--- src/rtl/fetch_unit.sv ---
`default_nettype none
// ============================================================================
// Module      : fetch_unit
// Description : Instruction fetch front end. Holds a fetch PC, issues at most
//               one outstanding instruction-memory read, buffers responses in a
//               2-entry {pc, instr} FIFO for decode, and restarts the stream
//               on redirect_valid (branch/jump).
// Ports       : clk, rst                    - clock, synchronous active-high reset
//               redirect_valid/redirect_pc  - restart fetch at a new address
//               imem_req_valid/ready/addr   - memory read request channel
//               imem_rsp_valid/data         - memory read response (one per request)
//               if_valid/ready/instr/pc     - instruction handoff to decode
//               misalign_err                - sticky misaligned-redirect flag
//                                             (only with FETCH_MISALIGN_CHK_EN)
// Config      : `define FETCH_MISALIGN_CHK_EN to reject misaligned redirects
//               and expose misalign_err; otherwise the redirect target's low
//               two bits are forced to zero.
// Revision    : 1.0 - initial release
// ============================================================================
module fetch_unit #(
    parameter int                 pc_len       = 32,
    parameter int                 instr_len    = 32,
    parameter logic [pc_len-1:0]  reset_vector = '0
) (
    input  logic                  clk,
    input  logic                  rst,
    input  logic                  redirect_valid,
    input  logic [pc_len-1:0]     redirect_pc,
    output logic                  imem_req_valid,
    input  logic                  imem_req_ready,
    output logic [pc_len-1:0]     imem_req_addr,
    input  logic                  imem_rsp_valid,
    input  logic [instr_len-1:0]  imem_rsp_data,
    output logic                  if_valid,
    input  logic                  if_ready,
    output logic [instr_len-1:0]  if_instr,
    output logic [pc_len-1:0]     if_pc
`ifdef FETCH_MISALIGN_CHK_EN
    ,
    output logic                  misalign_err
`endif
);

    localparam logic [1:0] S_REQ  = 2'd0;  // may issue a request
    localparam logic [1:0] S_WAIT = 2'd1;  // live request outstanding
    localparam logic [1:0] S_DROP = 2'd2;  // stale request outstanding

    localparam logic [1:0] c_FIFO_DEPTH = 2'd2;

    // ------------------------------------------------------------------
    // State
    // ------------------------------------------------------------------
    logic [1:0]           state_q, state_d;
    logic [pc_len-1:0]    pc_q, pc_d;
    logic [pc_len-1:0]    inflight_pc_q;   // address of the outstanding request

    logic [pc_len-1:0]    fifo_pc_q    [0:1];
    logic [instr_len-1:0] fifo_instr_q [0:1];
    logic                 rd_ptr_q;
    logic                 wr_ptr_q;
    logic [1:0]           count_q;

    // ------------------------------------------------------------------
    // Redirect qualification
    // ------------------------------------------------------------------
    logic                 w_redir;
    logic [pc_len-1:0]    w_target;

`ifdef FETCH_MISALIGN_CHK_EN
    logic                 w_misaligned;
    logic                 misalign_err_q;

    assign w_misaligned = redirect_valid && (redirect_pc[1:0] != 2'b00);
    // A misaligned redirect is dropped entirely: the current stream keeps going.
    assign w_redir      = redirect_valid && !w_misaligned;
    assign w_target     = redirect_pc;
    assign misalign_err = misalign_err_q;

    always_ff @(posedge clk) begin
        if (rst) begin
            misalign_err_q <= 1'b0;
        end else if (w_misaligned) begin
            misalign_err_q <= 1'b1;
        end
    end
`else
    assign w_redir  = redirect_valid;
    // Word-align the target instead of rejecting it.
    assign w_target = redirect_pc & {{(pc_len-2){1'b1}}, 2'b00};
`endif

    // ------------------------------------------------------------------
    // Handshakes
    // ------------------------------------------------------------------
    logic w_req_fire;
    logic w_push;
    logic w_pop;

    // Only one request may be in flight, so in S_REQ nothing is in flight and
    // a free slot simply means the FIFO is not full. Gated by rst so the
    // reset cycle never presents a request.
    assign imem_req_valid = !rst && (state_q == S_REQ) && (count_q != c_FIFO_DEPTH);
    assign imem_req_addr  = pc_q;
    assign w_req_fire     = imem_req_valid && imem_req_ready;

    // A response arriving together with a redirect belongs to the old stream.
    assign w_push = (state_q == S_WAIT) && imem_rsp_valid && !w_redir;
    assign w_pop  = if_valid && if_ready;

    // ------------------------------------------------------------------
    // Next-state logic
    // ------------------------------------------------------------------
    always_comb begin
        state_d = state_q;
        case (state_q)
            S_REQ: begin
                // A request accepted in the redirect cycle targets the old
                // stream, so its response must be thrown away.
                if (w_req_fire) begin
                    state_d = w_redir ? S_DROP : S_WAIT;
                end
            end
            S_WAIT: begin
                // The response closes the request whether kept or discarded.
                if (imem_rsp_valid) begin
                    state_d = S_REQ;
                end else if (w_redir) begin
                    state_d = S_DROP;
                end
            end
            S_DROP: begin
                if (imem_rsp_valid) begin
                    state_d = S_REQ;
                end
            end
            default: state_d = S_REQ;
        endcase
    end

    always_comb begin
        pc_d = pc_q;
        if (w_redir) begin
            pc_d = w_target;
        end else if (w_req_fire) begin
            pc_d = pc_q + pc_len'(4);   // wraps modulo 2^pc_len
        end
    end

    always_ff @(posedge clk) begin
        if (rst) begin
            state_q       <= S_REQ;
            pc_q          <= reset_vector;
            inflight_pc_q <= '0;
        end else begin
            state_q <= state_d;
            pc_q    <= pc_d;
            if (w_req_fire) begin
                inflight_pc_q <= pc_q;
            end
        end
    end

    // ------------------------------------------------------------------
    // 2-entry response FIFO
    // ------------------------------------------------------------------
    always_ff @(posedge clk) begin
        if (rst) begin
            rd_ptr_q        <= 1'b0;
            wr_ptr_q        <= 1'b0;
            count_q         <= 2'd0;
            fifo_pc_q[0]    <= '0;
            fifo_pc_q[1]    <= '0;
            fifo_instr_q[0] <= '0;
            fifo_instr_q[1] <= '0;
        end else if (w_redir) begin
            // Flush: entries stay in place but become unreachable.
            rd_ptr_q <= 1'b0;
            wr_ptr_q <= 1'b0;
            count_q  <= 2'd0;
        end else begin
            if (w_push) begin
                fifo_pc_q[wr_ptr_q]    <= inflight_pc_q;
                fifo_instr_q[wr_ptr_q] <= imem_rsp_data;
                wr_ptr_q               <= ~wr_ptr_q;
            end
            if (w_pop) begin
                rd_ptr_q <= ~rd_ptr_q;
            end
            case ({w_push, w_pop})
                2'b10:   count_q <= count_q + 2'd1;
                2'b01:   count_q <= count_q - 2'd1;
                default: count_q <= count_q;
            endcase
        end
    end

    assign if_valid = (count_q != 2'd0);
    assign if_instr = fifo_instr_q[rd_ptr_q];
    assign if_pc    = fifo_pc_q[rd_ptr_q];

endmodule
`default_nettype wire

--- config.mk ---
export PLATFORM = sky130hd
export DESIGN_NAME = fetch_unit
export DESIGN_NICKNAME = d
export VERILOG_FILES = /design/src/rtl/fetch_unit.sv
export SDC_FILE = /design/constraint.sdc
export NUM_CORES = 1
export LEC_CHECK = 0
export ABC_AREA = 1
export BUFFER_PORTS_ARGS = -buffer_cell sky130_fd_sc_hd__buf_4
export CAP_MARGIN = 25
export CORE_UTILIZATION = 50
export DETAILED_ROUTE_END_ITERATION = 7
export PLACE_DENSITY_LB_ADDON = 0.1
export SLEW_MARGIN = 40
export SYNTH_ARGS = -nofsm -noshare
export SYNTH_HDL_FRONTEND = slang
export SYNTH_SLANG_ARGS = --single-unit
export TNS_END_PERCENT = 5
--- constraint.sdc ---
create_clock -name clk -period 4.2 [get_ports clk]
set_clock_uncertainty 0.1 [all_clocks]
set_input_delay 1.26 -clock clk [delete_from_list [all_inputs] [get_ports clk]]
set_output_delay 1.26 -clock clk [all_outputs]
set_load 0.05 [all_outputs]
Word level (Yosys, flattened, before mapping)
Memory sizes are Yosys's and may differ from the RTL's. A register that Yosys moved wholly into a read port is not among the register bits.
Index checks and enable logic that the tools add are counted.
{"block": "op_classes", "n_addsub": 3, "eq_ne": 8, "n_mux": 25, "bitwise": 2, "n_reduce_logical": 16}
{"operator": "2-to-1 mux 32 bit", "n": 4}
{"operator": "OR reduction 32 bit", "n": 2}
{"operator": "adder 32 x 3 -> 32 bit, second input constant", "n": 1}
{"operator": "2-to-1 mux 1 bit", "n": 14}
{"operator": "2-to-1 mux 2 bit", "n": 5}
{"operator": "logical AND 1 bit", "n": 6}
{"operator": "inequality test 2 bit, second input constant", "n": 3}
{"operator": "one-hot mux 2 bit (3 select lines)", "n": 1}
{"operator": "nonzero test 2 bit", "n": 3}
{"operator": "== test 2 x 1 -> 1 bit, second input constant", "n": 2}
{"operator": "== test 2 bit, second input constant", "n": 2}
{"operator": "one-hot mux 2 bit (2 select lines)", "n": 1}
{"operator": "inequality test 3 bit, second input constant", "n": 1}
{"operator": "AND reduction 3 bit", "n": 1}
{"operator": "adder 2 x 1 -> 2 bit, second input constant", "n": 1}
{"operator": "zero test 1 bit", "n": 2}
{"operator": "zero test 2 bit", "n": 1}
{"operator": "inverter 1 bit", "n": 2}
{"operator": "OR reduction 2 bit", "n": 1}
{"operator": "subtractor 2 x 1 -> 2 bit, second input constant", "n": 1}
{"block": "totals", "reg_bits": 70, "ram_bits": 128, "in_bits": 70, "output_inout_bits": 98, "elab_cells": 63, "n_memories": 2}
{"name": "fifo_instr_q", "depth": 2, "width": 32, "rd": 1, "rd_clocked_by_memory_dff": 1, "write_ports": 2, "line": "58", "rtl": "logic [instr_len-1:0] fifo_instr_q [0:1];"}
{"name": "fifo_pc_q", "depth": 2, "width": 32, "rd": 1, "rd_clocked_by_memory_dff": 1, "write_ports": 2, "line": "57", "rtl": "logic [pc_len-1:0] fifo_pc_q [0:1];"}

Logic depth before layout (Yosys ltp)
Gate-level depths: netlist (run 1).
{"block": "depth", "depth_word": 9, "depth_mapped": 10, "mapped_depth_nobuf": 10}

Worst setup path after synthesis (run 1)
Ideal clock, no wire load.
{"block": "synth_path", "path_type": "input to register", "startpoint": "input port redirect_valid", "endpoint": "memory fifo_instr_q[1][0] (enable)", "setup_ns": 0.421, "arrival_time_ns": 3.351, "required_time_ns": 3.679, "path_slack_ns": 0.328, "path_stages": 5, "n_path_buf": 2, "cell_sequence": "buf_4 > nor2_1 > nand3_1 > buf_2 > nand2_1"}
{"element": "start: declaration", "line": "27", "rtl": "input logic redirect_valid,"}
{"element": "end: declaration", "line": "58"}

==> results_dict.tcl, run 1 <==
set metrics [dict create \
    fmax_mhz 296 \
    grt_setup_unrepaired "false" \
    cts_made_buffers 17 \
    seq_area_frac_synth 0.579 \
    dieWidth_um 134 \
    wl_mm 18.8 \
    synth_flop_cell "edfxtp_1" \
    relSlewSlack 0.502 \
    drtIter0Drc 321 \
    gp_congestion 0.884 \
    startpoint_type "flop" \
    grt_usage 0.213 \
    grt_max_degree 63 \
    vias 6491 \
    final_area_um2 10700 \
    post_cts.repair.setup_buffers 0 \
    io_buffers 161 \
    tns_ns 0 \
    netlist_top_cells_area "edfxtp_1, dfxtp_1, mux2_2" \
    crit-reg2reg-launch "state_q[1]" \
    overflow 0 \
    hold_path_depth 1 \
    area_delta_synth_final_pct 22.1 \
    cp.arrival_ns 2.01 \
    register_area_um2 5070 \
    rrSetupSlack_ns 1.86 \
    dp_hpwl_mm 12.2 \
    io_pins 168 \
    fin_nets 1147 \
    start_util 0.520 \
    crit_fanout 43 \
    ys_types 35 \
    fillers 1474 \
    fp-row-count 47 \
    vias_per_cell 4.96 \
    drv_cap 0 \
    n_antenna_cell 0 \
    synth.most_common_cell "nor2_1" \
    wl_per_cell_um 14.4 \
    ant_nets 0 \
    syn_avg_cell_area_um2 9.42 \
    final_util 0.635 \
    cts_sinks 191 \
    grt_pass1_vias 6111 \
    htreeDepth 4 \
    hold_ws_ns 0.345 \
    fin_cells 1308 \
    fin_crit_ns 3.37 \
    hold_buffers 0 \
    r2r_end "fifo_pc_q[0][23]" \
    die_area_um2 18000 \
    leakage_uw 0.00433 \
    antenna_found_initial 0 \
    cp_data_required_time_ns 2.84 \
    yosysTopAreaCell "edfxtp_1" \
    tritoncts "done" \
    min_period_over_period 0.803 \
    hp-class "flop to flop" \
    worst_pin_slew_ns 0.747 \
    clockBufferDepth 2 \
    ys_ff_latch 191 \
    place_area_um2 10100 \
    critPathKind "flop to output pin" \
    multi_input_area_um2 2950 \
    reg2reg_depth 8 \
    synth_edf_count 124 \
    yosys-top-cells-count "nor2_1, inv_1, nand2_1, edfxtp_1, dfxtp_1" \
    dp.cells 1276 \
    final-hold-violation-count 0 \
    outcome "finished, final reports clean" \
    synth_warnings 0 \
    ctsRootBufferMaster "clkbuf_16" \
    synth_top_area_frac 0.426 \
    ys_async_sr_fraction 0 \
    hold_start "rd_ptr_q" \
    slew_violations 0 \
    grt_pass1_wl_mm 29.6 \
    clk_latency_ns 0.42 \
    powerDensity_nw_per_um2 390 \
    drive_above_1_share 0.264 \
    drc 0 \
    chipHeight_um 134 \
    clk_pin_slew_ns 0.06 \
    synthCells 928 \
    cp-end-kind "output pin" \
    cts_resized 0 \
    core_area_um2 16800 \
    synthesis.area_um2 8740 \
    vdd_drop_max_uv 301 \
    setup_viol 0 \
    drtPass1Iterations 5 \
]
sequential cells by signal (all words and copies together), names as in the netlist, named ones only:
signal,cells
fifo_instr_q,64
fifo_pc_q,60
imem_req_addr,30
inflight_pc_q,30
count_q,2
state_q,2
rd_ptr_q,1
wr_ptr_q,1
critical path: stages (launching register included):
cell and delay [ns]:
dfxtp_2 0.68, buf_12 0.33, mux2_2 0.38, buf_4 0.19
per-stage QoR:
stage	total power [uW]	setup slack, ns
CTS	4190	0.773
floorplan	2470	0.328
global route	4300	0.738
global placement	2640	0.860
detailed placement	2640	0.861
finish	4160	0.827
kinds of logic after synthesis:
group           share of synthesized area
simple gates                        0.183
flops                               0.579
buf+inv                            0.0864
compound gates                     0.0612
mux                                0.0798
xor+xnor                          0.00701
fa+ha+maj                         0.00286
other cells                      0.000429
worst max path at each step:
stage	slack, ns	to	cells after the start	from
3_3_place_gp	0.86	fifo_pc_q[0][26]	8	imem_rsp_valid
6_report	0.83	if_pc[10]	3	flop
5_1_grt	0.74	if_pc[10]	3	flop
2_1_floorplan	0.33	fifo_instr_q[1][0]	5	redirect_valid
3_5_place_dp	0.86	fifo_pc_q[0][26]	8	imem_rsp_valid
4_1_cts	0.77	if_instr[10]	3	flop
layout by cell type (no fill, tap or decap), types with 3 or more instances in the layout:
cell | Yosys | final
a21oi_1 | 35 | 35
a31oi_1 | 4 | 4
buf_12 | 0 | 3
buf_4 | 11 | 167
clkbuf_16 | 0 | 17
clkinv_2 | 0 | 3
clkinv_4 | 0 | 3
conb_1 | 1 | 4
dfxtp_1 | 67 | 66
edfxtp_1 | 124 | 124
inv_1 | 130 | 130
mux2_2 | 62 | 62
nand2_1 | 127 | 125
nand2_2 | 4 | 6
nand3_1 | 61 | 60
nor2_1 | 167 | 167
nor2_2 | 9 | 9
o21ai_0 | 49 | 49
o21ai_1 | 15 | 15
xor2_1 | 7 | 7
layout make-up:
cell class                      instances  share of cell area
Inverter                              134              0.0473
Tap cell                              220              0.0258
Multi-Input combinational cell        561               0.276
Clock buffer                           19              0.0405
Sequential cell                       191               0.475
Clock inverter                         13              0.0129
Timing Repair Buffer                  170               0.123
where the power goes:
group | switching [uW] | internal [uW] | leakage (uW) | total, uW
Combinational | 328 | 157 | 0.00223 | 485
Sequential | 45.8 | 2070 | 0.00183 | 2120
Clock | 682 | 878 | 0.000275 | 1560
metal layers:
metal  routed length, um  up-vias  track usage
met5                   0        -            0
met4                 204        0       0.0680
met3                1110       19       0.0333
met2                8960      210        0.360
met1                8520     2960        0.281
li1                    -     3302            -
Note: power is estimated with default switching activity, not from simulation.
==> run 2, diff against run 1 <==
clock period = 2.7 ns   (was 4.2 ns; I/O delays follow)
==> results_dict.tcl, run 2 (synthesis results as in run 1) <==
set metrics [dict create \
    chipHeight_um 134 \
    antenna_found_initial 0 \
    powerDensity_nw_per_um2 609 \
    clockBufferDepth 2 \
    rrSetupSlack_ns 0.90 \
    hold_ws_ns 0.358 \
    tritoncts "done" \
    n_antenna_cell 0 \
    outcome "finished, final reports clean" \
    overflow 0 \
    io_buffers 161 \
    ctsRootBufferMaster "clkbuf_16" \
    switching_share 0.250 \
    critical-path-top-delay-family "buffers and inverters" \
    grt_pass1_wl_mm 30.4 \
    hold_buffers 0 \
    crit_path_frequent_cell "buf_4" \
    fmax_mhz 394 \
    power.switching_uw 1640 \
    multi_input_area_um2 2950 \
    drv_cap 0 \
    htreeDepth 4 \
    hold_start "rd_ptr_q" \
    fin_crit_ns 2.54 \
    preCtsSetupSlack_ns 0.364 \
    clk_latency_ns 0.43 \
    cts_made_buffers 17 \
    crit-reg2reg-launch "imem_req_addr[3]" \
    slew_violations 0 \
    grt_setup_unrepaired "false" \
    min_period_over_period 0.940 \
    startpoint_type "flop" \
    drive_above_1_share 0.270 \
    dieWidth_um 134 \
    p_comb_frac 0.117 \
    dp.cells 1285 \
    register_area_um2 5070 \
    wl_mm 19.1 \
    drtPass1Iterations 5 \
    clk_pin_slew_ns 0.06 \
    drtIter0Drc 270 \
    vias_per_cell 5.00 \
    place_area_um2 10200 \
    cts_resized 0 \
    critPathBufInv 2 \
    clock_power_share 0.383 \
    core_area_um2 16800 \
    mostFrequentLayoutCell "buf_4" \
    worst_pin_slew_ns 0.508 \
    timing.final.ws_setup_ns 0.162 \
    relSlewSlack 0.661 \
    post_cts.repair.setup_buffers 0 \
    cts_sinks 191 \
    final-hold-violation-count 0 \
    critPathKind "flop to output pin" \
    fin_nets 1156 \
    slowest_delay_ns 0.39 \
    registers.top_by_ff_count "fifo_instr_q" \
    crit_fanout 18 \
    vias 6580 \
    cp_data_required_time_ns 1.79 \
    layout_common_cells "buf_4, nor2_1, inv_1" \
    wl_per_cell_um 14.5 \
    path_cells "buf_4 -> mux2_2 -> buf_4" \
    fp-row-count 47 \
    gp_congestion 0.878 \
    final_area_um2 10800 \
    start_util 0.520 \
    p_seq_frac 0.500 \
    fillers 1481 \
    grt_pass1_vias 6139 \
    ant_nets 0 \
    fin_cells 1317 \
    die_area_um2 18000 \
    hp-class "flop to flop" \
    total_power_uw 6580 \
    internal_power_uw 4940 \
    grt_usage 0.219 \
    largest_register_ffs 64 \
    io_pins 168 \
    grt_max_degree 53 \
    area_delta_synth_final_pct 23.6 \
    vdd_drop_max_uv 507 \
    drc 0 \
    cp.arrival_ns 1.63 \
    hold_path_depth 1 \
    setup_viol 0 \
    dp_hpwl_mm 12.7 \
    leakage_uw 0.00440 \
    slowest_stage "mux2_2" \
    largestRegisters "fifo_instr_q (64), fifo_pc_q (60)" \
    r2r_end "imem_req_addr[24]" \
    cp-end-kind "output pin" \
    reg2reg_depth 9 \
]
==> run 2: per-stage QoR <==
stage          TNS [ns]   util
2_1_floorplan     -3.02      -
3_3_place_gp          0  0.607
4_1_cts               0  0.642
3_5_place_dp          0  0.607
5_1_grt               0  0.642
6_report              0  0.642
==> run 2: metal layers <==
metal | global-route usage | part of all wire
met1 | 0.297 | 0.47
met4 | 0.0749 | 0.014
met3 | 0.0427 | 0.058
met5 | 0 | 0
met2 | 0.351 | 0.46
==> run 2: cell type report <==
class | instances | share of cell area
inverter | 134 | 0.0468
tap | 220 | 0.0255
clock inverter | 7 | 0.00683
clock buffer | 25 | 0.0489
timing repair buffer | 179 | 0.130
sequential | 191 | 0.469
multi-input combinational | 561 | 0.273
==> run 2: power by group through the flow <==
stage	clock network [uW]	logic [uW]	registers, uW
floorplan	0	414	3430
global placement	0	763	3350
global route	2680	823	3310
finish	2520	769	3290
detailed placement	0	769	3360
CTS	2550	773	3290
==> run 2: how the worst max path moves through the flow <==
| stage | endpoint | slack (ns) | cells past startpoint |
|---|---|---|---|
| finish | if_pc[27] | 0.16 | 3 |
| global route | if_pc[27] | 0.09 | 3 |
| CTS | if_pc[27] | 0.12 | 3 |
| detailed placement | fifo_instr_q[1][17] | 0.36 | 5 |
| global placement | imem_req_valid | 0.39 | 3 |
| floorplan | fifo_instr_q[0][0] | -0.05 | 5 |
==> run 3, diff against run 2 <==
PLACE_DENSITY = 0.85   (was unset)
PLACE_DENSITY_LB_ADDON = unset   (was 0.1)
==> results_dict.tcl, run 3 (synthesis results as in run 1) <==
set metrics [dict create \
    outcome "finished, final reports clean" \
    chipHeight_um 134 \
    wl_per_cell_um 14.9 \
    mostFrequentLayoutCell "buf_4" \
    relSlewSlack 0.597 \
    grt_pass1_vias 6460 \
    drc 0 \
    startpoint_type "flop" \
    hold_buffers 0 \
    powerDensity_nw_per_um2 618 \
    post_cts.repair.setup_buffers 0 \
    preCtsSetupSlack_ns 0.305 \
    drv_cap 0 \
    start_util 0.520 \
    final_util 0.642 \
    clk_latency_ns 0.42 \
    tns_ns 0 \
    worst_pin_slew_ns 0.603 \
    hold_ws_ns 0.364 \
    cp.arrival_ns 1.63 \
    setup_viol 0 \
    final-hold-violation-count 0 \
    crit-reg2reg-launch "imem_req_addr[2]" \
    tritoncts "done" \
    r2r_end "imem_req_addr[26]" \
    dp_hpwl_mm 13.1 \
    clockBufferDepth 2 \
    vdd_drop_max_uv 425 \
    ctsRootBufferMaster "clkbuf_16" \
    fin_crit_ns 2.54 \
    dieWidth_um 134 \
    cp-end-kind "output pin" \
    timing.final.ws_setup_ns 0.155 \
    fp-row-count 47 \
    cts_made_buffers 17 \
    grt_usage 0.222 \
    largestRegisters "fifo_instr_q (64), fifo_pc_q (60)" \
    hold_path_depth 1 \
    core_area_um2 16800 \
    gp_congestion 0.921 \
    n_antenna_cell 0 \
    registers.top_by_ff_count "fifo_instr_q" \
    antenna_found_initial 0 \
    vias_per_cell 5.15 \
    crit_fanout 18 \
    fin_nets 1152 \
    rrSetupSlack_ns 0.83 \
    dp.cells 1281 \
    ant_nets 0 \
    grt_pass1_wl_mm 31.1 \
    area_delta_synth_final_pct 23.6 \
    cts_sinks 191 \
    min_period_over_period 0.942 \
    largest_register_ffs 64 \
    slew_violations 0 \
    reg2reg_depth 9 \
    clk_pin_slew_ns 0.07 \
    hold_start "rd_ptr_q" \
    die_area_um2 18000 \
    vias 6767 \
    htreeDepth 4 \
    wl_mm 19.5 \
    fmax_mhz 393 \
    cp_data_required_time_ns 1.79 \
    io_buffers 161 \
    io_pins 168 \
    grt_max_degree 63 \
    critPathKind "flop to output pin" \
    fillers 1407 \
    overflow 0 \
    leakage_uw 0.00440 \
    drtIter0Drc 495 \
    layout_common_cells "buf_4, nor2_1, inv_1" \
    cts_resized 0 \
    drtPass1Iterations 5 \
    grt_setup_unrepaired "false" \
    fin_cells 1313 \
    drive_above_1_share 0.269 \
    hp-class "flop to flop" \
]
==> run 3: worst max path at each step <==
stage / startpoint / endpoint / slack, ns / cells past startpoint
final: flop / if_pc[29] / 0.16 / 3
after global routing: flop / if_pc[13] / 0.11 / 3
after CTS: flop / if_pc[13] / 0.12 / 3
after detailed placement: rst / imem_req_addr[18] / 0.30 / 6
after global placement: redirect_valid / fifo_instr_q[1][13] / 0.35 / 5
after floorplan: rst / fifo_instr_q[0][0] / -0.05 / 5
==> run 3: report_power, final <==
| group | internal [uW] | switching [uW] | total [uW] | leakage (uW) |
|---|---|---|---|---|
| logic | 252 | 516 | 768 | 0.00227 |
| clock network | 1550 | 1070 | 2620 | 0.000300 |
| registers | 3220 | 73.5 | 3290 | 0.00183 |
==> run 3: layout make-up <==
| type | count | area (um2) | share of cell area |
|---|---|---|---|
| Inverter | 134 | 505 | 0.0468 |
| Clock inverter | 14 | 190 | 0.0176 |
| Timing Repair Buffer | 175 | 1390 | 0.129 |
| Multi-Input combinational cell | 561 | 2950 | 0.273 |
| Clock buffer | 18 | 429 | 0.0397 |
| Sequential cell | 191 | 5070 | 0.469 |
| Tap cell | 220 | 275 | 0.0255 |
==> run 3: routing by layer <==
metal / up-vias / global-route usage / wire, um
met5: - / 0 / 0
li1: 3319 / - / -
met1: 3149 / 0.276 / 8040
met4: 0 / 0.0880 / 454
met2: 265 / 0.384 / 9750
met3: 34 / 0.0385 / 1290
==> run 3: metrics by stage <==
stage / cell area [um2] / power, uW
after floorplan: 8770 / 3850
after global placement: 10200 / 4100
after detailed placement: 10200 / 4120
after CTS: 10800 / 6720
after global routing: 10800 / 6890
final: 10800 / 6680
==> run 3: critical path: stages (launching register included) <==
cell and delay, ns:
dfxtp_2 0.35, buf_4 0.27, mux2_2 0.39, buf_4 0.19
